`src/rtl/csr_rmw_pkg.sv`:
```
// csr_rmw_pkg: shared operation encodings, controller state enum and the
// wait-phase timeout limit for the CSR read-modify-write controller.
package csr_rmw_pkg;

   // CSR operation as presented by the execute stage
   typedef enum logic [1:0] {
      OP_RSV = 2'b00,
      OP_RW  = 2'b01,
      OP_RS  = 2'b10,
      OP_RC  = 2'b11
   } csr_op_e;

   // Controller sequence: read, optional write, then hold the response
   typedef enum logic [2:0] {
      IDLE     = 3'd0,
      RD_ISSUE = 3'd1,
      RD_WAIT  = 3'd2,
      WR_ISSUE = 3'd3,
      WR_WAIT  = 3'd4,
      RESP     = 3'd5
   } csr_state_e;

   // Cycles a wait phase may spend without the CSR file showing busy
   localparam int TIMEOUT_CYCLES = 16;
   localparam int TIMEOUT_W      = $clog2(TIMEOUT_CYCLES);

endpackage

```
`src/rtl/csr_rmw_alu.sv`:
```
// csr_rmw_alu: combines the old CSR value with the operand.
// RW replaces, RS sets bits, RC clears bits; no carries anywhere.
module csr_rmw_alu
   import csr_rmw_pkg::*;
#(
   parameter int WIDTH = 32
) (
   input  csr_op_e          op,
   input  logic [WIDTH-1:0] old_val,
   input  logic [WIDTH-1:0] operand,
   output logic [WIDTH-1:0] new_val
);

   // Bitwise combine; the reserved op is never written so its value is moot
   always_comb begin
      new_val = operand;
      case (op)
         OP_RS:   new_val = old_val | operand;
         OP_RC:   new_val = old_val & ~operand;
         default: new_val = operand;
      endcase
   end

endmodule

```
`src/rtl/csr_rmw_ctrl.sv`:
```
// csr_rmw_ctrl: sequences one CSR read-modify-write per request.
// Reads the CSR, checks existence/read-only, optionally writes the combined
// value back, then holds the old value on the response until accepted.
// Optional: define CSR_RMW_TIMEOUT_EN to abort a wait phase with an error
// when the CSR file never shows busy within TIMEOUT_CYCLES cycles.
module csr_rmw_ctrl
   import csr_rmw_pkg::*;
#(
   parameter int CSR_DATA_WIDTH = 32,
   parameter int CSR_ADDR_WIDTH = 12
) (
   input  logic                      clk_i,
   input  logic                      rst_n_i,
   input  logic                      req_valid_i,
   output logic                      req_ready_o,
   input  logic [1:0]                req_op_i,
   input  logic [CSR_ADDR_WIDTH-1:0] req_addr_i,
   input  logic [CSR_DATA_WIDTH-1:0] req_wdata_i,
   input  logic                      req_nowr_i,
   output logic                      resp_valid_o,
   input  logic                      resp_ready_i,
   output logic [CSR_DATA_WIDTH-1:0] resp_rdata_o,
   output logic                      resp_err_o,
   output logic                      csr_en_o,
   output logic                      csr_we_o,
   output logic [CSR_ADDR_WIDTH-1:0] csr_addr_o,
   output logic [CSR_DATA_WIDTH-1:0] csr_data_o,
   input  logic [CSR_DATA_WIDTH-1:0] csr_data_i,
   input  logic                      csr_busy_i,
   input  logic                      csr_exists_i,
   input  logic                      csr_ro_i
);

   csr_state_e                state_q, state_d;
   csr_op_e                   op_q;
   logic [CSR_ADDR_WIDTH-1:0] addr_q;
   logic [CSR_DATA_WIDTH-1:0] wdata_q, old_q, new_val;
   logic                      nowr_q, err_q, seen_hi_q, live_q;
   logic                      accept, in_wait, rd_done, wr_done;
   logic                      wr_needed, rd_err, tmo_hit;

   assign accept    = req_valid_i && req_ready_o;
   assign in_wait   = (state_q == RD_WAIT) || (state_q == WR_WAIT);
   // a wait phase completes on the first low cycle after busy was seen high
   assign rd_done   = (state_q == RD_WAIT) && seen_hi_q && !csr_busy_i;
   assign wr_done   = (state_q == WR_WAIT) && seen_hi_q && !csr_busy_i;
   // RS/RC with a zero source must not write (and so may hit read-only CSRs)
   assign wr_needed = (op_q == OP_RW) || !nowr_q;
   assign rd_err    = !csr_exists_i || (op_q == OP_RSV) || (csr_ro_i && wr_needed);

   csr_rmw_alu #(.WIDTH(CSR_DATA_WIDTH)) u_alu (
      .op      (op_q),
      .old_val (old_q),
      .operand (wdata_q),
      .new_val (new_val)
   );

`ifdef CSR_RMW_TIMEOUT_EN
   logic [TIMEOUT_W-1:0] tmo_cnt_q;

   // Count quiet cycles in a wait phase until the CSR file shows busy
   always_ff @(posedge clk_i or negedge rst_n_i) begin
      if (!rst_n_i)
         tmo_cnt_q <= '0;
      else if (in_wait && !seen_hi_q && !csr_busy_i)
         tmo_cnt_q <= tmo_cnt_q + 1'b1;
      else
         tmo_cnt_q <= '0;
   end

   assign tmo_hit = in_wait && !seen_hi_q && !csr_busy_i &&
                    (tmo_cnt_q == TIMEOUT_W'(TIMEOUT_CYCLES - 1));
`else
   assign tmo_hit = 1'b0;
`endif

   // State register
   always_ff @(posedge clk_i or negedge rst_n_i) begin
      if (!rst_n_i) state_q <= IDLE;
      else          state_q <= state_d;
   end

   // Next-state selection
   always_comb begin
      state_d = state_q;
      unique case (state_q)
         IDLE:     if (accept) state_d = RD_ISSUE;
         RD_ISSUE: state_d = RD_WAIT;
         RD_WAIT: begin
            if (tmo_hit)
               state_d = RESP;
            else if (rd_done)
               state_d = (rd_err || !wr_needed) ? RESP : WR_ISSUE;
         end
         WR_ISSUE: state_d = WR_WAIT;
         WR_WAIT:  if (tmo_hit || wr_done) state_d = RESP;
         RESP:     if (resp_ready_i) state_d = IDLE;
         default:  state_d = IDLE;
      endcase
   end

   // Outputs decoded from state; everything idles at zero
   always_comb begin
      req_ready_o  = 1'b0;
      csr_en_o     = 1'b0;
      csr_we_o     = 1'b0;
      csr_addr_o   = '0;
      csr_data_o   = '0;
      resp_valid_o = 1'b0;
      resp_err_o   = 1'b0;
      resp_rdata_o = '0;
      case (state_q)
         IDLE:     req_ready_o = live_q;
         RD_ISSUE: begin
            csr_en_o   = 1'b1;
            csr_addr_o = addr_q;
         end
         WR_ISSUE: begin
            csr_en_o   = 1'b1;
            csr_we_o   = 1'b1;
            csr_addr_o = addr_q;
            csr_data_o = new_val;
         end
         RESP: begin
            resp_valid_o = 1'b1;
            resp_err_o   = err_q;
            resp_rdata_o = err_q ? '0 : old_q;
         end
         default: ;
      endcase
   end

   // Ready comes up on the first edge after reset is released
   always_ff @(posedge clk_i or negedge rst_n_i) begin
      if (!rst_n_i) live_q <= 1'b0;
      else          live_q <= 1'b1;
   end

   // Track busy-high within the current wait phase
   always_ff @(posedge clk_i or negedge rst_n_i) begin
      if (!rst_n_i)     seen_hi_q <= 1'b0;
      else if (in_wait) seen_hi_q <= seen_hi_q | csr_busy_i;
      else              seen_hi_q <= 1'b0;
   end

   // Request latch, read capture and error flag
   always_ff @(posedge clk_i or negedge rst_n_i) begin
      if (!rst_n_i) begin
         op_q    <= OP_RSV;
         addr_q  <= '0;
         wdata_q <= '0;
         nowr_q  <= 1'b0;
         old_q   <= '0;
         err_q   <= 1'b0;
      end else begin
         if (accept) begin
            op_q    <= csr_op_e'(req_op_i);
            addr_q  <= req_addr_i;
            wdata_q <= req_wdata_i;
            nowr_q  <= req_nowr_i;
            old_q   <= '0;
            err_q   <= 1'b0;
         end
         if (rd_done) begin
            old_q <= csr_data_i;
            err_q <= rd_err;
         end
         if (tmo_hit) err_q <= 1'b1;
      end
   end

endmodule
```
`config.mk`:
```
export PLATFORM = sky130hd
export DESIGN_NAME = csr_rmw_ctrl
export DESIGN_NICKNAME = d
export VERILOG_FILES = /design/src/rtl/csr_rmw_pkg.sv /design/src/rtl/csr_rmw_alu.sv /design/src/rtl/csr_rmw_ctrl.sv
export SDC_FILE = /design/constraint.sdc
export NUM_CORES = 1
export LEC_CHECK = 0
export ABC_CLOCK_PERIOD_IN_PS = 2000
export CAP_MARGIN = 10
export CORE_MARGIN = 10
export CORE_UTILIZATION = 44
export CTS_CLUSTER_DIAMETER = 100
export CTS_CLUSTER_SIZE = 20
export DETAILED_ROUTE_END_ITERATION = 8
export PLACE_DENSITY = 0.83
export SETUP_SLACK_MARGIN = 0.15
export SKIP_LAST_GASP = 1
export SLEW_MARGIN = 20
export SYNTH_ARGS = -nofsm -noshare
export SYNTH_HDL_FRONTEND = slang
export SYNTH_HIERARCHICAL = 1
export SYNTH_SLANG_ARGS = --single-unit
```
`constraint.sdc`:
```
create_clock -name clk_i -period 2 [get_ports clk_i]
set_clock_uncertainty 0.05 [all_clocks]
set_input_delay 0.4 -clock clk_i [delete_from_list [all_inputs] [get_ports clk_i]]
set_output_delay 0.4 -clock clk_i [all_outputs]
set_load 0.02 [all_outputs]
```
=== After elaboration in Yosys (flattened, before gate mapping) ===
Index checks and enable logic that the tools add are counted.

* Bits in registers: 85
* Input bits: 86
* Logic and storage cells: 66

* Eq/ne operators: 12
* Mux-type cells: 21
* Bitwise gates (word level): 4
* Reductions and logical operators: 20

{| class="wikitable"
|+ Operators with widths
! cell !! number
|-
| 2-to-1 mux 32 bit || 5
|-
| case mux 32 bit (2 select lines) || 1
|-
| bitwise AND 32 bit || 1
|-
| NOT 32 bit || 1
|-
| bitwise OR 32 bit || 1
|-
| case mux 3 bit (6 select lines) || 1
|-
| 2-to-1 mux 3 bit || 5
|-
| 2-to-1 mux 12 bit || 1
|-
| 2-to-1 mux 1 bit || 8
|-
| != test 2 bit, second input constant || 4
|-
| == test 3 x 2 -> 1 bit, second input constant || 2
|-
| == test 3 bit, second input constant || 2
|-
| logical AND 1 bit || 6
|-
| logical OR 1 bit || 5
|-
| == test 2 bit, second input constant || 2
|-
| logical NOT 1 bit || 4
|-
| AND reduction 4 bit || 1
|-
| == test 3 x 1 -> 1 bit, second input constant || 1
|-
| logical NOT 3 bit || 1
|-
| == test 2 x 1 -> 1 bit, second input constant || 1
|-
| logical NOT 2 bit || 1
|-
| nonzero test 2 bit || 1
|-
| OR reduction 2 bit || 1
|-
| bitwise OR 1 bit || 1
|}

=== Depth between registers and ports, before layout ===
* Word-level depth: 8
* Depth in mapped cells: 7
* Mapped depth without buffers: 4

=== Cells and area by module ===
Netlist, hierarchy kept.

{| class="wikitable"
|+ By module, submodules not included
! module !! times used !! cells an instance !! area an instance (µm²)
|-
| csr_rmw_ctrl || 1 || 301 || 3839.9
|-
| csr_rmw_alu || 1 || 73 || 509.2
|}

=== Least setup slack after synthesis ===
Ideal clock, no wire load.

* Path kind: register to output
* From: reg state_q[2]
* To: out csr_data_o[26]
* Data arrival time: 1.438 ns
* Path slack: 0.112 ns
* Stages on the path, launching flop included: 6
* Buffers on the path: 3
* Cell sequence: dfrtp_1 -> buf_2 -> nor2b_1 -> clkbuf_1 -> clkbuf_1 -> and3_1

* Longest elaborated chain between the ends: 2

{| class="wikitable"
|+ RTL lines
! what !! RTL line !! source
|-
| start: declaration || csr_rmw_ctrl.sv:34 || <nowiki>csr_state_e state_q, state_d;</nowiki>
|-
| start signal: assignment || csr_rmw_ctrl.sv:80 || <nowiki>else state_q <= state_d;</nowiki>
|-
| == test 3 x 2 -> 1 bit || csr_rmw_ctrl.sv:112 || <nowiki>case (state_q)</nowiki>
|-
| 2-to-1 mux 32 bit || csr_rmw_ctrl.sv:112 ||
|-
| end: declaration || csr_rmw_ctrl.sv:27 || <nowiki>output logic [CSR_DATA_WIDTH-1:0] csr_data_o,</nowiki>
|}

Every way passes these cells.

=== Worst setup path in the final report ===
* From: reg op_q[1]
* To: out csr_data_o[26]

* Longest elaborated chain between the ends: 3

{| class="wikitable"
|+ RTL lines
! what !! RTL line !! source
|-
| start: declaration || csr_rmw_ctrl.sv:35 || <nowiki>csr_op_e op_q;</nowiki>
|-
| start signal: assignment || csr_rmw_ctrl.sv:157 || <nowiki>op_q <= csr_op_e'(req_op_i);</nowiki>
|-
| == test 2 bit || csr_rmw_alu.sv:17 || <nowiki>case (op)</nowiki>
|-
| case mux 32 bit (2 select lines) (*) || csr_rmw_alu.sv:17 ||
|-
| named net new_val[26] || csr_rmw_ctrl.sv:37 || <nowiki>logic [CSR_DATA_WIDTH-1:0] wdata_q, old_q, new_val;</nowiki>
|-
| 2-to-1 mux 32 bit (*) || csr_rmw_ctrl.sv:112 ||
|}

The timed path passes the listed nets; every way through them passes the cells marked *.

==> results.ini <==
[layout]
insertedDiodeCount = 0
area.sequential_sq_mm = 0.00213
layout_commonest_cell = clkdlybuf4s50_1
layout-drive-gt1-share_pct = 56.1
final_cell_mix = clkdlybuf4s50_1, dfrtp_1, buf_6
multi_input_area_sq_mm = 0.00235
finish.utilization_pct = 74.7
final_nets = 666
nFillCells = 634
syn_to_final_growth_pct = 66.2

[power_and_ir_drop]
total_power_mw = 8.68
power_density_mw_per_mm2 = 1200
leakagePower_nw = 3.35
ir_drop_uv = 717

[hold_path]
holdPathEnd = addr_q[9]
hp-start = addr_q[9]
hold-path-cell-count = 1
hold_class = reg2reg

[timing]
slew_viol_final = 0
fin_crit_sh_pct = 105
setup_ws_ps = -110
hold_viol = 0
setup_viol = 59
layout_min_cycle_time_ps = 2110
maxSlewHeadroom_pct = 60.0
rsz0062_at_grt = true
fmax_mhz = 474
max_slew.worst_pin.slew_ps = 599

[grt]
grt.overflow.total = 0
grt_max_degree = 41
grt_pass1_wl_microns = 22500
antenna_found_initial = 0
grt_pass1_vias = 4057
grt_usage_pct = 19.6

[worst_setup_path]
crit_required_ps = 1550
cp_data_arrival_time_ps = 1660
crit_top_cell = a21oi_2
r2r_end = addr_q[1]
cp-start-kind = flip-flop
critPathBufInv = 3
crit_path_end_kind = primary output
worstPathMaxFanout = 16
r2r_cells = 7
cpPeakStageDelay_ps = 430
crit_slowest_cell = dfrtp_2
crit_family = buffers and inverters
rrSetupSlack_ps = 100
critPathKind = reg2out
path_cells = buf_12, buf_6, a21oi_2, a21oi_2, and3_2, buf_2
reg2reg_from = state_q[2]

[floorplan]
std_cell_rows = 36
die_y_microns = 119
initial_utilization_pct = 44.9
dieWidth_microns = 119
placeableCoreArea_sq_mm = 0.00968
die_area_sq_mm = 0.0143
ioPinCount = 167

[placed_design]
gp_congestion = 0.790
dpl.hpwl_microns = 9700
dp_slack_ps = -268
numPortBuffers = 166

[logic_synthesis]
syn_nets = 460
syn_area_sq_mm = 0.00435
ys_ff_latch = 85
syn_inst = 374
synth_top_cell_by_area = dfrtp_1
synthDistinctLibCells = 28
yosysTopAreaCellShare_pct = 48.9
ys_warn_count = 6
ys_seq_area_share_pct = 48.9
syn_avg_cell_area_sq_um = 11.6
synth_area_leaders = dfrtp_1, mux2_2, and2_1

[drt]
post-route-drc-count = 0
vias_per_cell = 5.45
drtAntennaViolNets = 0
route.vias.total = 3903
wl_microns = 15400
drt_iter0_drc = 229
wl_per_cell_microns = 21.6
drt_first_pass_iters = 4

[clock_network]
clock-sinks = 85
cts_tree = done
cts_buffers = 9
cts_root_buffer = clkbuf_8
clk_latency_ps = 350
cts_max_path_buffers = 2
clkTransAtPathRegs_ps = 80
htree_levels = 3

[outcome]
violations = setup timing
status = finished, violations left

[flow_run]
maxCapViolations = 0

==> where the power goes <==
group / total, mW / internal (mW) / switching [mW]
registers: 3.19 / 2.46 / 0.728
logic: 4.34 / 2.41 / 1.93
clock network: 1.15 / 0.559 / 0.595
==> cell families (layout without fill, tap and decap cells) <==
logic type      Yosys count  after routing  share of synthesized area, %
simple gates             94             96                          13.9
flops                    85             85                          48.9
buf+inv                  36            242                          4.83
other cells               1              1                        0.0862
mux                      48             48                          14.0
compound gates          110            111                          18.3
==> routing by layer <==
metal  up-vias  routed length [microns]  global-route usage [%]
li1       1758                        -                       -
met2       139                     7970                    33.6
met1      1990                     6190                    23.6
met3        16                     1080                    5.34
met5         -                        0                       0
met4         0                      206                    5.73
==> final cells by class <==
cell class / instances / share of cell area (%)
timing repair buffer: 225 / 33.2
multi-input combinational: 256 / 32.5
sequential: 85 / 29.5
tap: 133 / 2.30
clock buffer: 9 / 1.71
clock inverter: 5 / 0.744
inverter: 3 / 0.156
==> Yosys cell counts, drive strengths merged <==
cell	number
a211oi	1
a21oi	68
a22o	32
a31oi	1
a41oi	1
and2	47
and3	32
buf	18
clkbuf	15
conb	1
dfrtp	85
inv	3
mux2	47
mux2i	1
nand2	6
nand2b	1
nor2	2
nor2b	1
nor3	2
nor4b	2
o21ai	4
o22ai	3
or2	1
==> sequential cells by signal (all words and copies together), names as in the netlist, 2 cells and up <==
name / cells
op_q: 2
state_q: 3
wdata_q: 32
old_q: 32
addr_q: 12
==> how the worst max path moves through the flow <==
| stage | start | end | cells after the start |
|---|---|---|---|
| floorplan | state_q[0] | addr_q[0] | 6 |
| global placement | op_q[1] | csr_data_o[29] | 4 |
| detailed placement | csr_busy_i | old_q[20] | 5 |
| CTS | op_q[1] | csr_data_o[23] | 6 |
| global route | op_q[1] | csr_data_o[26] | 6 |
| finish | op_q[1] | csr_data_o[26] | 6 |
==> what timing repair did <==
action / 4_1_cts / 5_1_grt
hold buffers: 1 / 0
endpoints found under the hold margin: 37 / 0
setup endpoints to repair: 113 / 161
cloned: 5 / 7
buffers inserted: 16 / 8
resized for setup: 464 / 100
pin swaps: 37 / 16
==> stage by stage <==
step                      hold slack (ps)  instances  TNS [ps]  area, sq um
after floorplan                      54.4        374         0         4390
after global placement                358        665    -13490         6280
after detailed placement              360        665    -16890         6280
after CTS                             468        701     -3810         6730
after global routing                  478        716     -6450         7230
final                                 463        716     -2800         7230
Note: power is estimated with default switching activity, not from simulation.
